[src/rtl/datapath_rf.sv]
// Accumulator X plus NREGS-deep register file feeding an 8-function ALU with registered C/N/V flags; build option DATAPATH_ADC_EN makes op 7 add-with-carry.
// Latency: one cycle from enable to visible x/y/flags; y and zero are combinational reads.
// Backpressure: none; the controller drives enables every cycle and every register accepts them unconditionally.
module datapath_rf #(
    parameter int WIDTH = 4,
    parameter int NREGS = 4,
    localparam int AW = $clog2(NREGS)
) (
    input  logic             clk,
    input  logic             reset,
    input  logic [WIDTH-1:0] imm,
    input  logic [2:0]       op_sel,
    input  logic             en_x,
    input  logic             en_flag,
    input  logic             en_rf,
    input  logic             rf_sel,
    input  logic [AW-1:0]    rd_addr,
    input  logic [AW-1:0]    wr_addr,
    output logic [WIDTH-1:0] x,
    output logic [WIDTH-1:0] y,
    output logic             zero,
    output logic             carry,
    output logic             neg,
    output logic             ovf
);

    localparam int MSB = WIDTH - 1;

    logic [WIDTH-1:0] rf [NREGS];
    logic [WIDTH-1:0] f;
    logic [WIDTH:0]   sum_ext;
    logic [WIDTH:0]   dif_ext;
    logic             c_new;
    logic             v_new;
`ifdef DATAPATH_ADC_EN
    logic [WIDTH:0]   adc_ext;
`endif

    // No read bypass: a same-cycle write becomes visible on y only after the edge.
    assign y    = rf[rd_addr];
    assign zero = (x == '0);

    // ALU: result f plus the C/V values an arithmetic op would load; other ops keep the old flags.
    always_comb begin
        sum_ext = {1'b0, x} + {1'b0, y};
        dif_ext = {1'b0, x} - {1'b0, y};
`ifdef DATAPATH_ADC_EN
        adc_ext = {1'b0, x} + {1'b0, y} + {{WIDTH{1'b0}}, carry};
`endif
        f     = x;
        c_new = carry;
        v_new = ovf;
        case (op_sel)
            3'd0: f = x;
            3'd1: f = ~x;
            3'd2: begin
                f     = sum_ext[MSB:0];
                c_new = sum_ext[WIDTH];
                v_new = (x[MSB] == y[MSB]) && (sum_ext[MSB] != x[MSB]);
            end
            3'd3: f = y;
            3'd4: begin
                // Top bit of the extended difference is the unsigned borrow (x < y).
                f     = dif_ext[MSB:0];
                c_new = dif_ext[WIDTH];
                v_new = (x[MSB] != y[MSB]) && (dif_ext[MSB] != x[MSB]);
            end
            3'd5: f = x & y;
            3'd6: f = x | y;
            3'd7: begin
`ifdef DATAPATH_ADC_EN
                f     = adc_ext[MSB:0];
                c_new = adc_ext[WIDTH];
                v_new = (x[MSB] == y[MSB]) && (adc_ext[MSB] != x[MSB]);
`else
                f     = x ^ y;
`endif
            end
            default: f = x;
        endcase
    end

    // Accumulator and status flags; flags move only together with an X load.
    always_ff @(posedge clk or posedge reset) begin
        if (reset) begin
            x     <= '0;
            carry <= 1'b0;
            neg   <= 1'b0;
            ovf   <= 1'b0;
        end else if (en_x) begin
            x <= f;
            if (en_flag) begin
                neg   <= f[MSB];
                carry <= c_new;
                ovf   <= v_new;
            end
        end
    end

    // Register file write port; written data uses pre-edge x and y just like X does.
    always_ff @(posedge clk or posedge reset) begin
        if (reset) begin
            for (int i = 0; i < NREGS; i++) begin
                rf[i] <= '0;
            end
        end else if (en_rf) begin
            rf[wr_addr] <= rf_sel ? imm : f;
        end
    end

endmodule

[config.mk]
export PLATFORM = sky130hd
export DESIGN_NAME = datapath_rf
export DESIGN_NICKNAME = d
export VERILOG_FILES = /design/src/rtl/datapath_rf.sv
export SDC_FILE = /design/constraint.sdc
export NUM_CORES = 1
export LEC_CHECK = 0
export ABC_AREA = 1
export ABC_CLOCK_PERIOD_IN_PS = 2700
export CAP_MARGIN = 20
export CORE_ASPECT_RATIO = 0.8
export CORE_MARGIN = 4
export CORE_UTILIZATION = 35
export DETAILED_ROUTE_END_ITERATION = 8
export GPL_TIMING_DRIVEN = 0
export PLACE_DENSITY = 0.53
export SETUP_SLACK_MARGIN = 0.3
export SYNTH_ARGS = -nofsm -noshare
export SYNTH_HDL_FRONTEND = slang
export SYNTH_SLANG_ARGS = --single-unit
[constraint.sdc]
create_clock -name clk -period 2.7 [get_ports clk]
set_input_delay 0.27 -clock clk [delete_from_list [all_inputs] [get_ports clk]]
set_output_delay 0.27 -clock clk [all_outputs]
set_load 0.02 [all_outputs]
==> flow_metrics.py, run 1 <==
metrics = {
    "power": {
        "power.density_cell_area_nw_per_um2": 629,
        "post-layout-total-power_mw": 1.46,
        "p_leak_nw": 1.17,
        "vdd_drop_max_uv": 290,
    },
    "hold_path": {
        "timing.hold.worst.class": "in2reg",
    },
    "sta": {
        "holdWs_ns": 0.410,
        "timing_max_transition_violations_final": 0,
        "timing.max_slew.rel_slack_pct": 40.5,
        "final_min_period_over_clock_period_pct": 84.9,
        "setup_total_negative_slack_ns": 0,
        "max_freq_ghz": 0.436,
        "setup-violations-final": 0,
        "fin_worst_skew_ns": 0.00222,
        "clock_period_minus_final_worst_setup_slack_ns": 2.29,
        "worst_slew_pin_slew_ns": 0.891,
        "hold_violations": 0,
        "grt_setup_unrepaired": "true",
    },
    "setup_path": {
        "worst_setup_path_start_kind": "input port",
        "crit_path_max_incr_delay_ns": 0.31,
        "path_common_cell": "sky130_fd_sc_hd__buf_4",
        "worst_setup_path_endpoint": "rf[4]$_DFFE_PP0P_",
        "critical_path.reg2reg.startpoint": "rf[12]$_DFFE_PP0P_",
        "worstPathCellList": "clkdlybuf4s15_1 -> inv_2 -> nand3_2 -> nand2_2 -> buf_4 -> buf_4 -> buf_4 -> buf_4 -> buf_4 -> buf_4 -> buf_4 -> ha_4 -> nor2_1 -> nor2_1 -> nand4_1 -> nand3_1 -> nand2_2 -> nand2_1 -> nand2_1",
        "launch_point_of_the_critical_path": "rd_addr[1]",
        "critPathBufInv": 9,
        "rr_endpoint": "rf[4]$_DFFE_PP0P_",
        "ff_to_ff_setup_slack_ns": 0.42,
        "worst-setup-path-type": "in2reg",
        "critPathCaptureType": "flip-flop",
        "rr_worst_depth": 18,
        "kind_of_cell_adding_the_most_delay_to_the_critical_path": "buffers and inverters",
        "worst_path_depth": 19,
        "critical_path_peak_fanout": 5,
        "worst_ep_required_time_ns": 2.90,
        "worst_path_max_delay_cell": "sky130_fd_sc_hd__clkdlybuf4s15_1",
        "timing.critical_path.arrival_ns": 2.50,
    },
    "placement": {
        "gp_routability_congestion": 0.922,
        "detailed_place_hpwl_mm": 3.84,
        "place.detailed.instances": 353,
        "placedInstanceArea_um2": 2160,
        "port_buffers": 25,
    },
    "clock_network": {
        "clk_root_buffer_cell": "sky130_fd_sc_hd__clkbuf_8",
        "clock_path_buffers": 2,
        "numClockSinks": 23,
        "cts_max_level": 1,
        "cts.reportedPaths.clkPinSlew_ns": 0.08,
        "cts-buffers-inserted": 3,
        "cts_tree": "built",
        "clk_latency_ns": 0.26,
        "cts_hold_buffers": 0,
    },
    "detailed_routing": {
        "final_routed_wire_length_divided_by_cell_count_um": 13.6,
        "detail_route.vias_per_cell": 4.87,
        "dr.pass1.iters": 4,
        "postRouteWirelength_mm": 4.99,
        "routed_vias": 1781,
        "drt_iter0_markers": 117,
        "drc": 0,
        "antenna_left": 0,
    },
    "synth": {
        "synth-edff-count": 0,
        "netlist_area_um2": 1830,
        "synth_ff_type": "sky130_fd_sc_hd__dfrtp_1",
        "mean_cell_area_of_the_mapped_netlist_um2": 6.87,
        "synth_seq_cells": 23,
        "post_synth_main_area_contributors": "sky130_fd_sc_hd__dfrtp_1 (31%), sky130_fd_sc_hd__nand2_1 (19%), sky130_fd_sc_hd__nand3_1 (11%), sky130_fd_sc_hd__ha_1 (8.9%), sky130_fd_sc_hd__inv_1 (6.2%)",
        "synth_warnings": 0,
        "synth_sequential_area_ratio_pct": 31.5,
        "synth_nets": 298,
        "synth_cell_type_count": 29,
        "synth_top_area_cell": "sky130_fd_sc_hd__dfrtp_1",
        "ys_async_sr_fraction_pct": 100,
        "synth_top_area_share_pct": 31.5,
        "postSynthCellCount": 266,
    },
    "global_route": {
        "grtUsageTotal_pct": 16.4,
        "globalRouteMet3Util_pct": 3.50,
        "gr-usage-met2_pct": 23.2,
        "grt_pass1_wl_mm": 8.27,
        "global_route.peak_usage_layer": "met1",
        "grt_use_met1_pct": 25.8,
        "number_of_antenna_violations_at_the_first_check_in_global_routing": 0,
        "vias_in_the_first_global_route": 1764,
        "grt_start_max_net_pins": 24,
        "total_global_routing_overflow": 0,
    },
    "job": {
        "max-cap-violations": 0,
    },
    "floorplan": {
        "design.die.area_um2": 6450,
        "placeableCoreArea_um2": 5040,
        "io_pins": 29,
        "die_span_in_y_um": 72.6,
        "die_w_um": 88.8,
        "initial_core_util_pct": 36.3,
        "row_count": 23,
    },
    "final_layout": {
        "layout-drive-gt1-share_pct": 15.1,
        "multiInputGateArea_um2": 1130,
        "nNetsFinal": 337,
        "postLayoutCellArea_um2": 2320,
        "finalNonFillerCells": 366,
        "fillerInstances": 526,
        "areaGrowthSynthToFinish_pct": 27.0,
        "sequential_cell_area_um2": 576,
        "antenna_cells": 0,
    },
    "outcome": {
        "run_status": "completed",
    },
}
kinds of logic (layout without fill, tap and decap cells):
family,count (synthesis),after routing,synth area share (%)
xor gates and xnor gates,2,2,0.958
buffers and inverters,40,78,9.38
DFF,23,23,31.5
AOI/OAI and AO/OA,20,20,6.23
adders and majority gates,15,15,11.1
and+or+nand+nor,166,166,40.9
area by class of cell:
cell class | instances | area share [%]
plain buffers | 4 | 1.46
clock buffers | 4 | 1.94
inverters | 36 | 5.93
multi-input cells | 203 | 48.8
flip-flops and latches | 23 | 24.8
well taps | 62 | 3.34
repair buffers | 34 | 13.7
stage by stage:
stage               utilization (%)  setup WS [ns]
floorplan                         -          0.445
global placement               42.8         -0.301
detailed placement             42.8         -0.283
CTS                            45.0          0.318
global route                   46.1          0.292
finish                         46.1          0.407
worst min-delay path: cells and delay by family:
| kind | cells | cell delay [ns] |
|---|---|---|
| AOI/OAI and AO/OA | 1 | 0.09 |
| buffers and inverters | 1 | 0.11 |
| and+or+nand+nor | 2 | 0.17 |
layout by cell type (no fill, tap or decap), types with 2 or more instances in the layout:
cell type / instances
sky130_fd_sc_hd__nand2_1: 89
sky130_fd_sc_hd__nand3_1: 39
sky130_fd_sc_hd__inv_1: 28
sky130_fd_sc_hd__clkdlybuf4s50_1: 24
sky130_fd_sc_hd__dfrtp_1: 23
sky130_fd_sc_hd__nor2_1: 11
sky130_fd_sc_hd__ha_1: 11
sky130_fd_sc_hd__buf_4: 10
sky130_fd_sc_hd__inv_2: 7
sky130_fd_sc_hd__a21oi_1: 7
sky130_fd_sc_hd__nand3_2: 6
sky130_fd_sc_hd__nand2_2: 5
sky130_fd_sc_hd__nor2_2: 4
sky130_fd_sc_hd__nor3_1: 4
sky130_fd_sc_hd__o21ai_0: 4
sky130_fd_sc_hd__o21ai_1: 3
sky130_fd_sc_hd__o21a_1: 3
sky130_fd_sc_hd__or2_2: 3
sky130_fd_sc_hd__clkbuf_8: 3
sky130_fd_sc_hd__buf_6: 2
sky130_fd_sc_hd__nand4_1: 2
sky130_fd_sc_hd__clkbuf_1: 2
sky130_fd_sc_hd__ha_4: 2
worst min path at each step:
stage               depth (start not counted)  slack (ns)                end               from
floorplan                                   1        0.27  carry$_DFFE_PP0P_              reset
global placement                            2        0.47  rf[6]$_DFFE_PP0P_  rf[6]$_DFFE_PP0P_
detailed placement                          2        0.47  rf[7]$_DFFE_PP0P_  rf[7]$_DFFE_PP0P_
CTS                                         4        0.41   x[2]$_DFFE_PP0P_          op_sel[2]
global route                                4        0.44   x[2]$_DFFE_PP0P_          op_sel[2]
finish                                      4        0.41   x[2]$_DFFE_PP0P_          op_sel[2]
repair_timing:
item,4_1_cts,5_1_grt
resized for setup,5,10
endpoints found under the setup margin,15,14
setup buffers,7,2
pin swaps,3,15
cloned,0,0
power breakdown:
group	switching, mW	total (mW)	internal [mW]	leakage [nW]
clock network	0.109	0.215	0.105	0.0228
logic	0.429	0.752	0.323	0.865
registers	0.0701	0.494	0.423	0.286
routing by layer:
metal / wire length (µm) / vias to the layer above
met4: 37 / 0
met2: 1940 / 50
met1: 2640 / 795
met3: 367 / 7
li1: - / 929
met5: 0 / -
flip-flops by register name, indices dropped and copies added, names as in the netlist:
signal  count
x           4
carry       1
ovf         1
neg         1
rf         16
cell usage after synthesis (all sizes together) (2+ instances only):
cell type / count
nor3: 5
or2: 3
fa: 2
inv: 36
buf: 3
ha: 13
o21a: 3
dfrtp: 23
a21oi: 7
nand2: 95
nand4: 2
nor2: 15
o21ai: 7
nand3: 45
Power figures use the tool's default switching activity.
==> run 2: changes to the inputs <==
--- a/config.mk
+++ b/config.mk
@@ -6,14 +6,14 @@
 export NUM_CORES = 1
 export LEC_CHECK = 0
 export ABC_AREA = 1
-export ABC_CLOCK_PERIOD_IN_PS = 2700
+export ABC_CLOCK_PERIOD_IN_PS = 1900
 export CAP_MARGIN = 20
 export CORE_ASPECT_RATIO = 0.8
 export CORE_MARGIN = 4
 export CORE_UTILIZATION = 35
 export DETAILED_ROUTE_END_ITERATION = 8
 export GPL_TIMING_DRIVEN = 0
-export PLACE_DENSITY = 0.53
+export PLACE_DENSITY = 0.55
 export SETUP_SLACK_MARGIN = 0.3
 export SYNTH_ARGS = -nofsm -noshare
 export SYNTH_HDL_FRONTEND = slang
==> constraint.sdc (replaced) <==
create_clock -name clk -period 1.9 [get_ports clk]
set_input_delay 0.19 -clock clk [delete_from_list [all_inputs] [get_ports clk]]
set_output_delay 0.19 -clock clk [all_outputs]
set_load 0.02 [all_outputs]
==> run 2 against run 1 <==
Against the previous run:
- the flow now finishes with violations (negative setup slack)
- sequential power up 44%
- sequential cell count unchanged
- wire length up 5.5%
- clock-buffer cell count down 1
- setup slack worse by 0.62 ns
- total power up 49%
- clock power up 47%
- die area unchanged
- hold slack worse by 0.080 ns
- critical path depth down 6
- first-iteration DRC count down 21%
- via count up 3.3%
- critical endpoint is now rf[2]$_DFFE_PP0P_
- highest routed layer unchanged
==> flow_metrics.py, run 2 (synthesis gave the netlist of run 1 again) <==
metrics = {
    "detailed_routing": {
        "top_signal_layer_used": "met4",
        "dr.pass1.iters": 4,
        "drc": 0,
        "postRouteWirelength_mm": 5.26,
        "final_routed_wire_length_divided_by_cell_count_um": 14.4,
        "drt_iter0_markers": 92,
        "wl_met2_mm": 2.11,
        "routed_vias": 1839,
        "met1Wirelength_mm": 2.86,
        "dr_wl_met3_um": 253,
        "detail_route.vias_per_cell": 5.04,
        "antenna_left": 0,
    },
    "floorplan": {
        "row_count": 23,
        "die_w_um": 88.8,
        "design.die.area_um2": 6450,
        "initial_core_util_pct": 36.3,
        "io_pins": 29,
        "placeableCoreArea_um2": 5040,
        "die_span_in_y_um": 72.6,
    },
    "placement": {
        "placedInstanceArea_um2": 2240,
        "gp_routability_congestion": 0.880,
        "detailed_place_hpwl_mm": 3.88,
        "port_buffers": 25,
    },
    "clock_network": {
        "clock_path_buffers": 2,
        "cts_tree": "built",
        "cts.reportedPaths.clkPinSlew_ns": 0.09,
        "cts_hold_buffers": 0,
        "clk_latency_ns": 0.27,
        "cts-buffers-inserted": 3,
        "cts_max_level": 1,
        "clk_root_buffer_cell": "sky130_fd_sc_hd__clkbuf_8",
        "numClockSinks": 23,
    },
    "sta": {
        "fin_worst_skew_ns": 0.0108,
        "grt_setup_unrepaired": "true",
        "hold_violations": 0,
        "timing_max_transition_violations_final": 0,
        "setup-violations-final": 16,
        "max_freq_ghz": 0.473,
        "timing.max_slew.rel_slack_pct": 38.5,
        "setup_total_negative_slack_ns": -2.47,
        "final_min_period_over_clock_period_pct": 111,
        "layout_setup_ws_ns": -0.212,
        "clock_period_minus_final_worst_setup_slack_ns": 2.11,
        "worst_slew_pin_slew_ns": 0.921,
    },
    "final_layout": {
        "most_common_cell_after_layout_fill_and_taps_aside": "sky130_fd_sc_hd__nand2_1",
        "nNetsFinal": 336,
        "max_flop_register": "rf",
        "areaGrowthSynthToFinish_pct": 35.3,
        "postLayoutCellArea_um2": 2470,
        "registers_with_the_most_flip_flops": "rf: 16 flops, x: 4 flops",
        "layout-drive-gt1-share_pct": 24.8,
        "flip_flop_count_of_the_largest_register_all_copies_and_words_added": 16,
        "antenna_cells": 0,
        "most-common-layout-cells": "sky130_fd_sc_hd__nand2_1 (85), sky130_fd_sc_hd__nand3_1 (29), sky130_fd_sc_hd__inv_1 (27), sky130_fd_sc_hd__dfrtp_1 (20), sky130_fd_sc_hd__clkdlybuf4s50_1 (16)",
    },
    "setup_path": {
        "critical_path_peak_fanout": 4,
        "worst_setup_path_start_kind": "flip-flop",
        "timing.critical_path.arrival_ns": 2.27,
        "worst-setup-path-type": "reg2reg",
        "worst_ep_required_time_ns": 2.06,
        "rr_worst_depth": 13,
        "critPathCaptureType": "flip-flop",
    },
    "outcome": {
        "failed_checks": "negative setup slack",
        "run_status": "finished with violations",
    },
    "global_route": {
        "number_of_antenna_violations_at_the_first_check_in_global_routing": 0,
        "vias_in_the_first_global_route": 1744,
        "grt_start_max_net_pins": 24,
        "grtUsageTotal_pct": 17.0,
        "grt_pass1_wl_mm": 8.54,
        "total_global_routing_overflow": 0,
    },
    "hold_path": {
        "worstHoldPathCells": 3,
        "timing.hold.worst.class": "in2reg",
    },
    "power": {
        "vdd_drop_max_uv": 433,
        "p_leak_nw": 1.24,
        "power.density_cell_area_nw_per_um2": 882,
    },
    "job": {
        "max-cap-violations": 0,
    },
}
==> run 2: changes by cell type in the layout (fill, tap and decap cells not counted), moves of 3 or more <==
cell / change
sky130_fd_sc_hd__o21ai_1: +4
sky130_fd_sc_hd__clkdlybuf4s50_1: -8
sky130_fd_sc_hd__dfrtp_2: +3
sky130_fd_sc_hd__dfrtp_1: -3
sky130_fd_sc_hd__buf_4: -3
sky130_fd_sc_hd__o21ai_0: -4
sky130_fd_sc_hd__nand2_1: -4
sky130_fd_sc_hd__nand3_1: -10
sky130_fd_sc_hd__dlygate4sd2_1: +3
sky130_fd_sc_hd__nand3_2: +9
==> run 2: per-layer routing <==
| layer | track usage [%] | vias to the layer above |
|---|---|---|
| li1 | - | 929 |
| met1 | 26.8 | 857 |
| met2 | 23.8 | 49 |
| met3 | 3.16 | 4 |
| met4 | 3.36 | 0 |
| met5 | 0 | - |
==> run 2: final timing paths <==
| path | from | to | slack, ns |
|---|---|---|---|
| max in group asynchronous | reset | x[3]$_DFFE_PP0P_ | 0.85 |
| hold / removal | en_x | x[2]$_DFFE_PP0P_ | 0.33 |
| setup / recovery | rf[0]$_DFFE_PP0P_ | rf[2]$_DFFE_PP0P_ | -0.21 |
| min in group asynchronous | reset | rf[14]$_DFFE_PP0P_ | 0.42 |
| setup reg to reg | rf[0]$_DFFE_PP0P_ | rf[2]$_DFFE_PP0P_ | -0.21 |
| hold reg to reg | rf[15]$_DFFE_PP0P_ | rf[15]$_DFFE_PP0P_ | 0.49 |
==> run 2: through the flow <==
step	utilization [%]	worst slack, ns	power [mW]	std cells	hold WS [ns]
after floorplan	-	-0.0938	1.42	266	0.192
after global placement	44.4	-0.790	1.75	353	0.464
after detailed placement	44.4	-0.771	1.76	353	0.466
after CTS	48.2	-0.200	2.15	364	0.325
after global routing	49.1	-0.302	2.36	365	0.348
final	49.1	-0.212	2.18	365	0.330
==> run 2: final cells by class <==
class | count | area (µm²)
multi-input cells | 203 | 1260
repair buffers | 33 | 313
inverters | 36 | 148
plain buffers | 4 | 46.3
clock buffers | 3 | 41.3
clock inverters | 1 | 5.00
flip-flops and latches | 23 | 579
well taps | 62 | 77.6
fillers | 499 | 2560
==> run 2: worst max-delay path: stages, from the launching register on <==
cell,delay [ns]
sky130_fd_sc_hd__dfrtp_1,0.40
sky130_fd_sc_hd__nand2_1,0.08
sky130_fd_sc_hd__nand3_2,0.07
sky130_fd_sc_hd__nand2_2,0.11
sky130_fd_sc_hd__inv_4,0.06
sky130_fd_sc_hd__ha_4,0.17
sky130_fd_sc_hd__fa_2,0.34
sky130_fd_sc_hd__or2_4,0.23
sky130_fd_sc_hd__nand3_2,0.06
sky130_fd_sc_hd__nand3_2,0.08
sky130_fd_sc_hd__nor2_4,0.15
sky130_fd_sc_hd__nand3_4,0.12
sky130_fd_sc_hd__nand3_2,0.09
sky130_fd_sc_hd__nand2_1,0.05
==> run 2: power breakdown <==
group / switching, mW / total [mW] / internal [mW]
registers: 0.107 / 0.712 / 0.606
logic: 0.659 / 1.15 / 0.495
clock network: 0.169 / 0.316 / 0.147
total: 0.935 / 2.18 / 1.25
==> run 2: repair_timing <==
| item | 4_1_cts | 5_1_grt |
|---|---|---|
| gates resized for setup | 34 | 18 |
| pin swaps | 23 | 14 |
| endpoints found under the setup margin | 29 | 28 |
| setup buffers | 7 | 1 |
==> run 3: changes to the inputs <==
--- a/config.mk
+++ b/config.mk
@@ -13,6 +13,7 @@
 export CORE_UTILIZATION = 35
 export DETAILED_ROUTE_END_ITERATION = 8
 export GPL_TIMING_DRIVEN = 0
+export HOLD_SLACK_MARGIN = 0.06
 export PLACE_DENSITY = 0.55
 export SETUP_SLACK_MARGIN = 0.3
 export SYNTH_ARGS = -nofsm -noshare
==> results of run 3 <==
The final DEF is identical to that of run 2; final timing and power are the same.
